<file path="src/rtl/traffic_phase_sequencer.sv">
// -----------------------------------------------------------------------------
// traffic_phase_sequencer
//
// Purpose:
//   N-road traffic-light sequencer. Only one road is green at a time. Each green
//   window is followed by a yellow phase and an all-red clearance phase. Vehicle
//   requests are latched into a pending vector and served round-robin, starting
//   from the road after the one last served. When no other road has demand, the
//   current road keeps green and the window restarts with no lamp change.
//   All lamp outputs are registered. There is no combinational path from the
//   inputs to the lamps.
//
// Optional feature (compile-time macro TLC_FLASH_EN):
//   When TLC_FLASH_EN is defined, i_flash_req forces a FLASH phase: every
//   yellow lamp blinks together and red and green are dark. When the request is
//   released, the sequencer runs a full all-red clearance and then resumes
//   round-robin service. Without the macro, i_flash_req is ignored and FLASH
//   cannot be reached.
//
// Ports:
//   i_clk        in   1          single clock, rising edge
//   i_rst_n      in   1          synchronous, active-low reset
//   i_enable     in   1          timing tick; low freezes state, counter and
//                                pending clears (requests still latch)
//   i_request    in   NUM_ROADS  per-road vehicle demand (level or pulse)
//   i_flash_req  in   1          flash request (used only with TLC_FLASH_EN)
//   o_red        out  NUM_ROADS  red lamps
//   o_yellow     out  NUM_ROADS  yellow lamps
//   o_green      out  NUM_ROADS  green lamps
//   o_phase      out  2          00 ALL_RED, 01 GREEN, 10 YELLOW, 11 FLASH
//   o_road       out  ROAD_W     current or last-served road
//   o_pending    out  NUM_ROADS  latched, not yet served requests
// -----------------------------------------------------------------------------
module traffic_phase_sequencer #(
   parameter int unsigned NUM_ROADS      = 4,
   parameter int unsigned GREEN_CYCLES   = 20,
   parameter int unsigned YELLOW_CYCLES  = 4,
   parameter int unsigned ALL_RED_CYCLES = 2,
   parameter int unsigned FLASH_HALF     = 8,
   localparam int unsigned ROAD_W = ($clog2(NUM_ROADS) > 1) ? $clog2(NUM_ROADS) : 1
) (
   input  logic                 i_clk,
   input  logic                 i_rst_n,
   input  logic                 i_enable,
   input  logic [NUM_ROADS-1:0] i_request,
   input  logic                 i_flash_req,
   output logic [NUM_ROADS-1:0] o_red,
   output logic [NUM_ROADS-1:0] o_yellow,
   output logic [NUM_ROADS-1:0] o_green,
   output logic [1:0]           o_phase,
   output logic [ROAD_W-1:0]    o_road,
   output logic [NUM_ROADS-1:0] o_pending
);

   // The flash half-period is included in the counter sizing in every build.
   // It is never larger than the green window at the default settings, so this
   // costs nothing there, and it keeps the counter width the same in both builds.
   localparam int unsigned MAX_GY  = (GREEN_CYCLES > YELLOW_CYCLES) ? GREEN_CYCLES
                                                                    : YELLOW_CYCLES;
   localparam int unsigned MAX_GYR = (MAX_GY > ALL_RED_CYCLES) ? MAX_GY : ALL_RED_CYCLES;
   localparam int unsigned MAX_DUR = (MAX_GYR > FLASH_HALF) ? MAX_GYR : FLASH_HALF;
   localparam int unsigned CNT_W   = $clog2(MAX_DUR) + 1;

   localparam logic [CNT_W-1:0] GREEN_LOAD   = CNT_W'(GREEN_CYCLES - 1);
   localparam logic [CNT_W-1:0] YELLOW_LOAD  = CNT_W'(YELLOW_CYCLES - 1);
   localparam logic [CNT_W-1:0] ALL_RED_LOAD = CNT_W'(ALL_RED_CYCLES - 1);
   localparam logic [CNT_W-1:0] CNT_ONE      = CNT_W'(1);
`ifdef TLC_FLASH_EN
   localparam logic [CNT_W-1:0] FLASH_LOAD   = CNT_W'(FLASH_HALF - 1);
`endif

   // The encoding is the o_phase value.
   typedef enum logic [1:0] {
      ST_ALL_RED = 2'b00,
      ST_GREEN   = 2'b01,
      ST_YELLOW  = 2'b10,
      ST_FLASH   = 2'b11
   } state_t;

   state_t               r_state;
   logic [CNT_W-1:0]     r_cnt;
   logic [ROAD_W-1:0]    r_road;
   logic [NUM_ROADS-1:0] r_pending;
   logic [NUM_ROADS-1:0] r_red;
   logic [NUM_ROADS-1:0] r_yellow;
   logic [NUM_ROADS-1:0] r_green;

   logic [NUM_ROADS-1:0] w_road_oh;
   logic [NUM_ROADS-1:0] w_next_oh;
   logic [NUM_ROADS-1:0] w_req_mask;
   logic [NUM_ROADS-1:0] w_pending_nxt;
   logic [ROAD_W-1:0]    w_next_road;
   logic [ROAD_W-1:0]    w_idx;
   logic                 w_found;
   logic                 w_other_pending;
   logic                 w_flash_override;
   logic                 w_green_entry;

   assign w_road_oh       = NUM_ROADS'(1) << r_road;
   assign w_next_oh       = NUM_ROADS'(1) << w_next_road;
   assign w_other_pending = |(r_pending & ~w_road_oh);

   // Round-robin pick: the first pending road after r_road, wrapping around.
   // The search ends with r_road itself. With no demand it moves on to r_road + 1.
   always_comb begin
      w_found     = 1'b0;
      w_idx       = '0;
      w_next_road = ROAD_W'((32'(r_road) + 32'd1) % NUM_ROADS);
      for (int unsigned k = 1; k <= NUM_ROADS; k++) begin
         w_idx = ROAD_W'((32'(r_road) + k) % NUM_ROADS);
         if (!w_found && r_pending[w_idx]) begin
            w_found     = 1'b1;
            w_next_road = w_idx;
         end
      end
   end

`ifdef TLC_FLASH_EN
   // A flash request, or leaving flash, takes priority over normal sequencing.
   assign w_flash_override = i_flash_req | (r_state == ST_FLASH);
`else
   logic w_unused_flash;
   assign w_unused_flash   = i_flash_req;
   assign w_flash_override = 1'b0;
`endif

   // Demand for the road that is currently green is already being served, so it is not latched.
   assign w_req_mask    = i_request & ~((r_state == ST_GREEN) ? w_road_oh : '0);
   assign w_green_entry = i_enable && (r_state == ST_ALL_RED) && (r_cnt == '0) &&
                          !w_flash_override;
   // Clearing after the OR drops a request that arrives on the same edge the road turns green.
   assign w_pending_nxt = (r_pending | w_req_mask) & ~(w_green_entry ? w_next_oh : '0);

   always_ff @(posedge i_clk) begin
      if (!i_rst_n) begin
         r_state   <= ST_ALL_RED;
         r_cnt     <= ALL_RED_LOAD;
         r_road    <= ROAD_W'(NUM_ROADS - 1);
         r_pending <= '0;
         r_red     <= '1;
         r_yellow  <= '0;
         r_green   <= '0;
      end else begin
         r_pending <= w_pending_nxt;
`ifdef TLC_FLASH_EN
         if (i_flash_req) begin
            if (r_state != ST_FLASH) begin
               // Enter flash on any edge. The flash starts with the yellow lamps on.
               r_state  <= ST_FLASH;
               r_cnt    <= FLASH_LOAD;
               r_red    <= '0;
               r_green  <= '0;
               r_yellow <= '1;
            end else if (i_enable) begin
               if (r_cnt == '0) begin
                  r_cnt    <= FLASH_LOAD;
                  r_yellow <= ~r_yellow;
               end else begin
                  r_cnt <= r_cnt - CNT_ONE;
               end
            end
         end else if (r_state == ST_FLASH) begin
            // Leave flash through a full clearance. r_road is unchanged so that
            // round-robin service continues from the same road.
            r_state  <= ST_ALL_RED;
            r_cnt    <= ALL_RED_LOAD;
            r_red    <= '1;
            r_yellow <= '0;
            r_green  <= '0;
         end else
`endif
         if (i_enable) begin
            if (r_cnt != '0) begin
               r_cnt <= r_cnt - CNT_ONE;
            end else begin
               unique case (r_state)
                  ST_ALL_RED: begin
                     r_state  <= ST_GREEN;
                     r_cnt    <= GREEN_LOAD;
                     r_road   <= w_next_road;
                     r_green  <= w_next_oh;
                     r_red    <= ~w_next_oh;
                     r_yellow <= '0;
                  end
                  ST_GREEN: begin
                     if (w_other_pending) begin
                        r_state  <= ST_YELLOW;
                        r_cnt    <= YELLOW_LOAD;
                        r_yellow <= w_road_oh;
                        r_red    <= ~w_road_oh;
                        r_green  <= '0;
                     end else begin
                        // No competing demand: start a new window. The lamps do not change.
                        r_cnt <= GREEN_LOAD;
                     end
                  end
                  ST_YELLOW: begin
                     r_state  <= ST_ALL_RED;
                     r_cnt    <= ALL_RED_LOAD;
                     r_red    <= '1;
                     r_yellow <= '0;
                     r_green  <= '0;
                  end
                  ST_FLASH: begin
                     // Unreachable without flash support; recover to a safe clearance.
                     r_state  <= ST_ALL_RED;
                     r_cnt    <= ALL_RED_LOAD;
                     r_red    <= '1;
                     r_yellow <= '0;
                     r_green  <= '0;
                  end
               endcase
            end
         end
      end
   end

   assign o_red     = r_red;
   assign o_yellow  = r_yellow;
   assign o_green   = r_green;
   assign o_phase   = r_state;
   assign o_road    = r_road;
   assign o_pending = r_pending;

   // Lamp safety checks: never two greens; outside flash each road shows exactly one lamp.
   a_one_green: assert property (@(posedge i_clk) disable iff (!i_rst_n) $onehot0(r_green));

   a_one_lamp: assert property (@(posedge i_clk) disable iff (!i_rst_n)
      (r_state != ST_FLASH) |->
         (((r_red | r_yellow | r_green) == '1) && ((r_red & r_yellow) == '0) &&
          ((r_red & r_green) == '0) && ((r_yellow & r_green) == '0)));

`ifndef TLC_FLASH_EN
   a_no_flash: assert property (@(posedge i_clk) disable iff (!i_rst_n) r_state != ST_FLASH);
`endif

endmodule

</file>
<file path="config.mk">
export PLATFORM = sky130hd
export DESIGN_NAME = traffic_phase_sequencer
export DESIGN_NICKNAME = d
export VERILOG_FILES = /design/src/rtl/traffic_phase_sequencer.sv
export SDC_FILE = /design/constraint.sdc
export NUM_CORES = 1
export LEC_CHECK = 0
export ABC_CLOCK_PERIOD_IN_PS = 2600
export BUFFER_PORTS_ARGS = -buffer_cell sky130_fd_sc_hd__buf_2
export CAP_MARGIN = 10
export CORE_ASPECT_RATIO = 1.2
export CORE_MARGIN = 2
export CORE_UTILIZATION = 48
export DETAILED_ROUTE_END_ITERATION = 6
export MAX_ROUTING_LAYER = met4
export PLACE_DENSITY_LB_ADDON = 0.12
export SLEW_MARGIN = 20
export SYNTH_ARGS = -nofsm -noshare
export SYNTH_HDL_FRONTEND = slang
export SYNTH_SLANG_ARGS = --single-unit
</file>
<file path="constraint.sdc">
create_clock -name i_clk -period 2.6 [get_ports i_clk]
set_input_delay 0.39 -clock i_clk [delete_from_list [all_inputs] [get_ports i_clk]]
set_output_delay 0.39 -clock i_clk [all_outputs]
set_load 0.05 [all_outputs]
</file>
==> After elaboration in Yosys (flattened, before gate mapping) <==
Index checks and enable logic that the tools add are counted.
{ "op_classes": {"shift": 2, "order_cmp": 4, "n_mux": 27, "add_sub_neg": 5, "n_bitwise": 9, "n_eq_ne": 4, "n_reduce_logical": 16} }
{ "op_table": {"columns": ["op", "n"], "rows": [
  ["case mux 4 bit (3 select lines)", 2],
  ["two-way mux 4 bit", 5],
  ["case mux 6 bit (3 select lines)", 1],
  ["NOT 4 bit", 4],
  ["AND 4 bit", 3],
  ["< comparator 2 x 3 -> 1 bit, second input constant", 4],
  ["binary-select mux 1 bit (select 2 bit)", 4],
  ["two-way mux 2 bit", 4],
  ["case mux 4 bit (2 select lines)", 1],
  ["<< shifter 1 x 2 -> 4 bit, first input constant", 2],
  ["two-way mux 1 bit", 7],
  ["logical NOT 6 bit", 1],
  ["two-way mux 6 bit", 1],
  ["case mux 2 bit (3 select lines)", 1],
  ["AND reduction 3 bit", 2],
  ["nonzero test 6 bit", 1],
  ["subtractor 6 x 1 -> 6 bit, second input constant", 1],
  ["logical AND 1 bit", 5],
  ["two-way mux 5 bit", 1],
  ["adder 2 x 1 -> 2 bit, second input constant", 2],
  ["adder 2 bit, second input constant", 2],
  ["== test 2 bit, second input constant", 2],
  ["bitwise OR 4 bit", 1],
  ["OR reduction 4 bit", 1],
  ["other kinds (7)", 9]
]} }
{ "totals": {"ff_bits": 26, "inputBits": 8} }

==> Logic depth before layout (Yosys ltp) <==
{ "logic_depth": {"depth_word": 17, "mapped_depth": 10, "ltp_nobuf": 8} }

==> Worst setup path before layout <==
Ideal clock, no wire load.
{ "synth_timing": {"kind": "flip-flop to flip-flop", "start": "reg r_road[0], in the netlist o_road[0]", "end": "reg r_red[2], in the netlist o_red[2]", "synth_period_minus_slack_ps": 3016, "path_buffers": 2, "arrival_ps": 2895, "path_stages_with_launch": 10, "slack_ps": -416, "cell_sequence": "dfxtp_1 > buf_6 > inv_1 > ha_1 > clkbuf_1 > mux4_2 > a221oi_2 > xnor2_1 > nand3_1 > a221o_1"} }
{ "synth_between": {"elab_chain_cells": 16, "elab_cells_between_ends": 34, "cone_classes": "4 x add/sub; 1 x eq/ne; 2 x shift; 16 x mux; 3 x bitwise; 8 x reduce/logical"} }
{ "synth_lines": {"columns": ["element", "line_no", "source"], "rows": [
  ["from (decl)", "82", "logic [ROAD_W-1:0] r_road;"],
  ["from (signal assigned)", "138", "r_road <= ROAD_W'(NUM_ROADS - 1);"],
  ["from (signal assigned)", "180", "r_road <= w_next_road;"],
  ["adder 2 x 1 -> 2 bit", "108, 110", null],
  ["binary-select mux 1 bit (select 2 bit)", "111", "if (!w_found && r_pending[w_idx]) begin"],
  ["two-way mux 1 bit (not written as such)", "111", null],
  ["two-way mux 1 bit", "111", null],
  ["logical NOT 1 bit", "111", null],
  ["logical AND 1 bit", "111", null],
  ["two-way mux 1 bit", "111", null],
  ["logical NOT 1 bit", "111", null],
  ["logical AND 1 bit", "111", null],
  ["two-way mux 1 bit", "111", null],
  ["logical NOT 1 bit", "111", null],
  ["logical AND 1 bit", "111", null],
  ["two-way mux 2 bit", "111", null],
  ["<< shifter 1 x 2 -> 4 bit", "100", "assign w_next_oh = NUM_ROADS'(1) << w_next_road;"],
  ["NOT 4 bit", "182", "r_red <= ~w_next_oh;"],
  ["case mux 4 bit (3 select lines)", "176", "unique case (r_state)"],
  ["to (signal assigned)", "182", null],
  ["to (signal assigned)", "190", "r_red <= ~w_road_oh;"],
  ["to (decl)", "84", "logic [NUM_ROADS-1:0] r_red;"]
]} }
Several ways; a longest one is shown, not always the timed one. The select of a mux whose other input is x is not followed.
A chain may end at the register's enable or synchronous reset.

==> Worst setup path after layout <==
{ "layout_timing": {"start": "reg r_road[1], in the netlist o_road[1]", "end": "reg r_red[2], in the netlist o_red[2]"} }
Same word-level chain as after synthesis.

==> reports/qor.txt <==
Min-Delay Startpoint: i_rst_n
Most frequent cells in the layout: buf_2, dfxtp_1, nand2_1
Met1 WL: 1.430 mm
Register area share after synthesis: 0.3728
Die ar.: 0.003358 mm^2
Syn_nets: 176
I/O Buffers: 26
Pin count of the biggest net entering global routing: 18
Initial antenna violation count: 0
Initial DRC count: 30
CP Data Required Time: 2.83 ns
Ys flop type: dfxtp_1
Starting density of the core: 0.5013
Static leakage: 0.7120 nW
P per Cell Area: 624.8 mW/mm^2
Internal power: 0.6488 mW
CP max stage delay: 0.47 ns
Worst-path fanout max: 7
NetSw: 0.3816 mW
Vias: 1250
Top Ports: 28
Grt ovf: 0
Met3 wire length: 81 um
Clock power frac: 0.202
Area Growth Syn to Fin: 18.10%
Number of CTS-inserted buffers: 3
# rows: 21
Arrival @ worst endpoint: 2.66 ns
Worst Setup Slack, final: 0.1745 ns
Commonest non-fill, non-tap cell in the layout: buf_2
Switching share of power: 0.3704
CP endpoint kind: flip-flop
Worst flop-to-flop path startpoint: o_road[1]
Share of cells above drive strength 1: 0.2917
Top sig layer: met4
Syn. warnings: 0
Worst slew pin tran: 0.4249 ns
Slew headroom: 0.7145
Clk pin slew, worst setup/hold paths: 0.15 ns
CP delay by family, top: compound AO/OA/AOI/OAI gates
Setup Fix Bufs, Post-CTS: 0
Total wire length: 3.137 mm
Hold path depth: 2
Pre-CTS WS: 0.09841 ns
Routed met2 length: 1.595 mm
Vias per cell: 5.531
Synth Register Bits: 26
CTS tree: yes
Hold EP: o_road[0]
Critical path type: reg2reg
First-pass GRT wire length: 5.285 mm
Final setup viols: 0
Number of synthesized flops with an enable pin: 0
Cell variety after synth: 40
Post-route setup TNS: 0 ns
RSZ-0062 raised after global routing: no
Clock latency on the worst-skew pair: 0.32 ns
DRT Pass-1 Iters: 4
Max Slew Vio Count: 0
Reg2Reg Depth: 7
Synth Instances: 163
Crit-path cells: inv_1 > ha_4 > mux4_2 > a221oi_4 > xnor2_4 > nand3_1 > a221o_1
Peak supply drop: 0.4234 mV
Total Routing Usage GR: 0.2101
Buf/Inv on CP: 1
CTS sink cnt: 26
Synthesized area per cell: 8.566 um^2
Core Footprint: 0.002785 mm^2
Async set-reset flop share out of synthesis: 0
Mapped Area: 0.001396 mm^2
Clock Skew: 0.009878 ns
Max-cap violation count: 0
H-Tree Depth: 1
Chip height: 63.09 um
Worst R2R Setup Slack: 0.17 ns
Antenna Violating Nets Remaining: 0
CP max stage cell: a221oi_4
Root buffer cell: clkbuf_4
Final hold viol count: 0
Crit path time final: 2.426 ns
Seq pwr share: 0.448
Post-DP HPWL: 2.353 mm
Die width: 53.24 um
Ant. Diodes: 0
DR DRC count: 0
Tcrit/Tclk final: 0.9329
Worst reg2reg endpoint: o_red[2]
Layout Nets: 206
Max Freq: 412.3 MHz
Critical Path Start Type: flip-flop
Hold Crit Class: in2reg
GP Congestion: 0.8057
Run status: completed
Logic pwr share: 0.350
Number of global-route vias before repair: 1197
# hold bufs at CTS: 0
WL/cell: 13.88 um
Clock tree buffer depth: 2
-- what timing repair did --
item,CTS,global route
gates resized for setup,0,3
endpoints found under the hold margin,0,0
setup endpoints to repair,0,5
-- worst max-delay path by stage --
| stage | from | to | cells past startpoint |
|---|---|---|---|
| after floorplan | o_road[0] | o_green[0] | 9 |
| after global placement | o_road[1] | o_red[2] | 7 |
| after detailed placement | o_road[1] | o_red[2] | 7 |
| after CTS | o_road[1] | o_red[2] | 7 |
| after global routing | o_road[1] | o_red[0] | 8 |
| final | o_road[1] | o_red[2] | 7 |
-- per-stage QoR --
stage / power, mW / hold slack, ns / instance area [um^2] / std cells / util
after floorplan: 0.7406 / 0.4545 / 1421 / 163 / -
after global placement: 0.8094 / 0.4405 / 1589 / 222 / 0.5705
after detailed placement: 0.8184 / 0.4481 / 1589 / 222 / 0.5705
after CTS: 1.024 / 0.3220 / 1625 / 226 / 0.5836
after global routing: 1.084 / 0.3247 / 1649 / 226 / 0.5921
final: 1.030 / 0.3241 / 1649 / 226 / 0.5921
-- final cells by class --
type                       count  area (um^2)
clock buffer                   4        36.28
fill                         272         1136
multi-input combinational    121        835.8
sequential                    26        525.5
timing repair buffer          32        175.2
tap                           34        42.54
inverter                       9        33.78
-- sequential cells by signal (all words and copies together) (netlist names) --
signal and cells:
o_green 4, o_pending 4, o_phase 2, o_red 4, o_road 2, o_yellow 4
r_cnt 6
-- logic make-up (layout without fill, tap and decap cells) --
group	Yosys count	in the layout	synth area share
mux	8	8	0.06899
compound gates	36	36	0.1747
xor+xnor	5	5	0.03137
fa+ha+maj	5	5	0.04480
simple gates	67	67	0.2482
buf+inv	16	45	0.05913
flops	26	26	0.3728
-- cell usage after synthesis, drive strengths merged (2+ instances only) --
cell	n	area, um^2
nor3b	2	15.01
ha	5	62.56
nor2	11	43.80
nor3	9	50.05
o21ai	8	47.55
mux2i	4	40.04
mux2	3	33.78
o211ai	2	15.01
dfxtp	26	520.5
o221a	2	22.52
clkbuf	4	15.01
xnor2	3	26.28
nand2	20	75.07
inv	8	30.03
buf	3	33.78
nand2b	3	26.27
or3	5	36.28
nand3	10	50.05
nor2b	2	12.51
xor2	2	17.52
a21oi	17	85.08
-- power by group through the flow --
| stage | registers, mW | logic [mW] | clock network [mW] |
|---|---|---|---|
| floorplan | 0.536 | 0.205 | 0 |
| global placement | 0.468 | 0.342 | 0 |
| detailed placement | 0.470 | 0.348 | 0 |
| CTS | 0.462 | 0.349 | 0.213 |
| global route | 0.466 | 0.393 | 0.224 |
| finish | 0.462 | 0.361 | 0.208 |
-- metal layers --
layer	vias up	GRT usage
met5	-	-
met1	588	0.2631
met3	4	0.02844
met4	0	0.05769
li1	638	-
met2	20	0.3472
No activity file was read; power rests on OpenSTA's default activity.
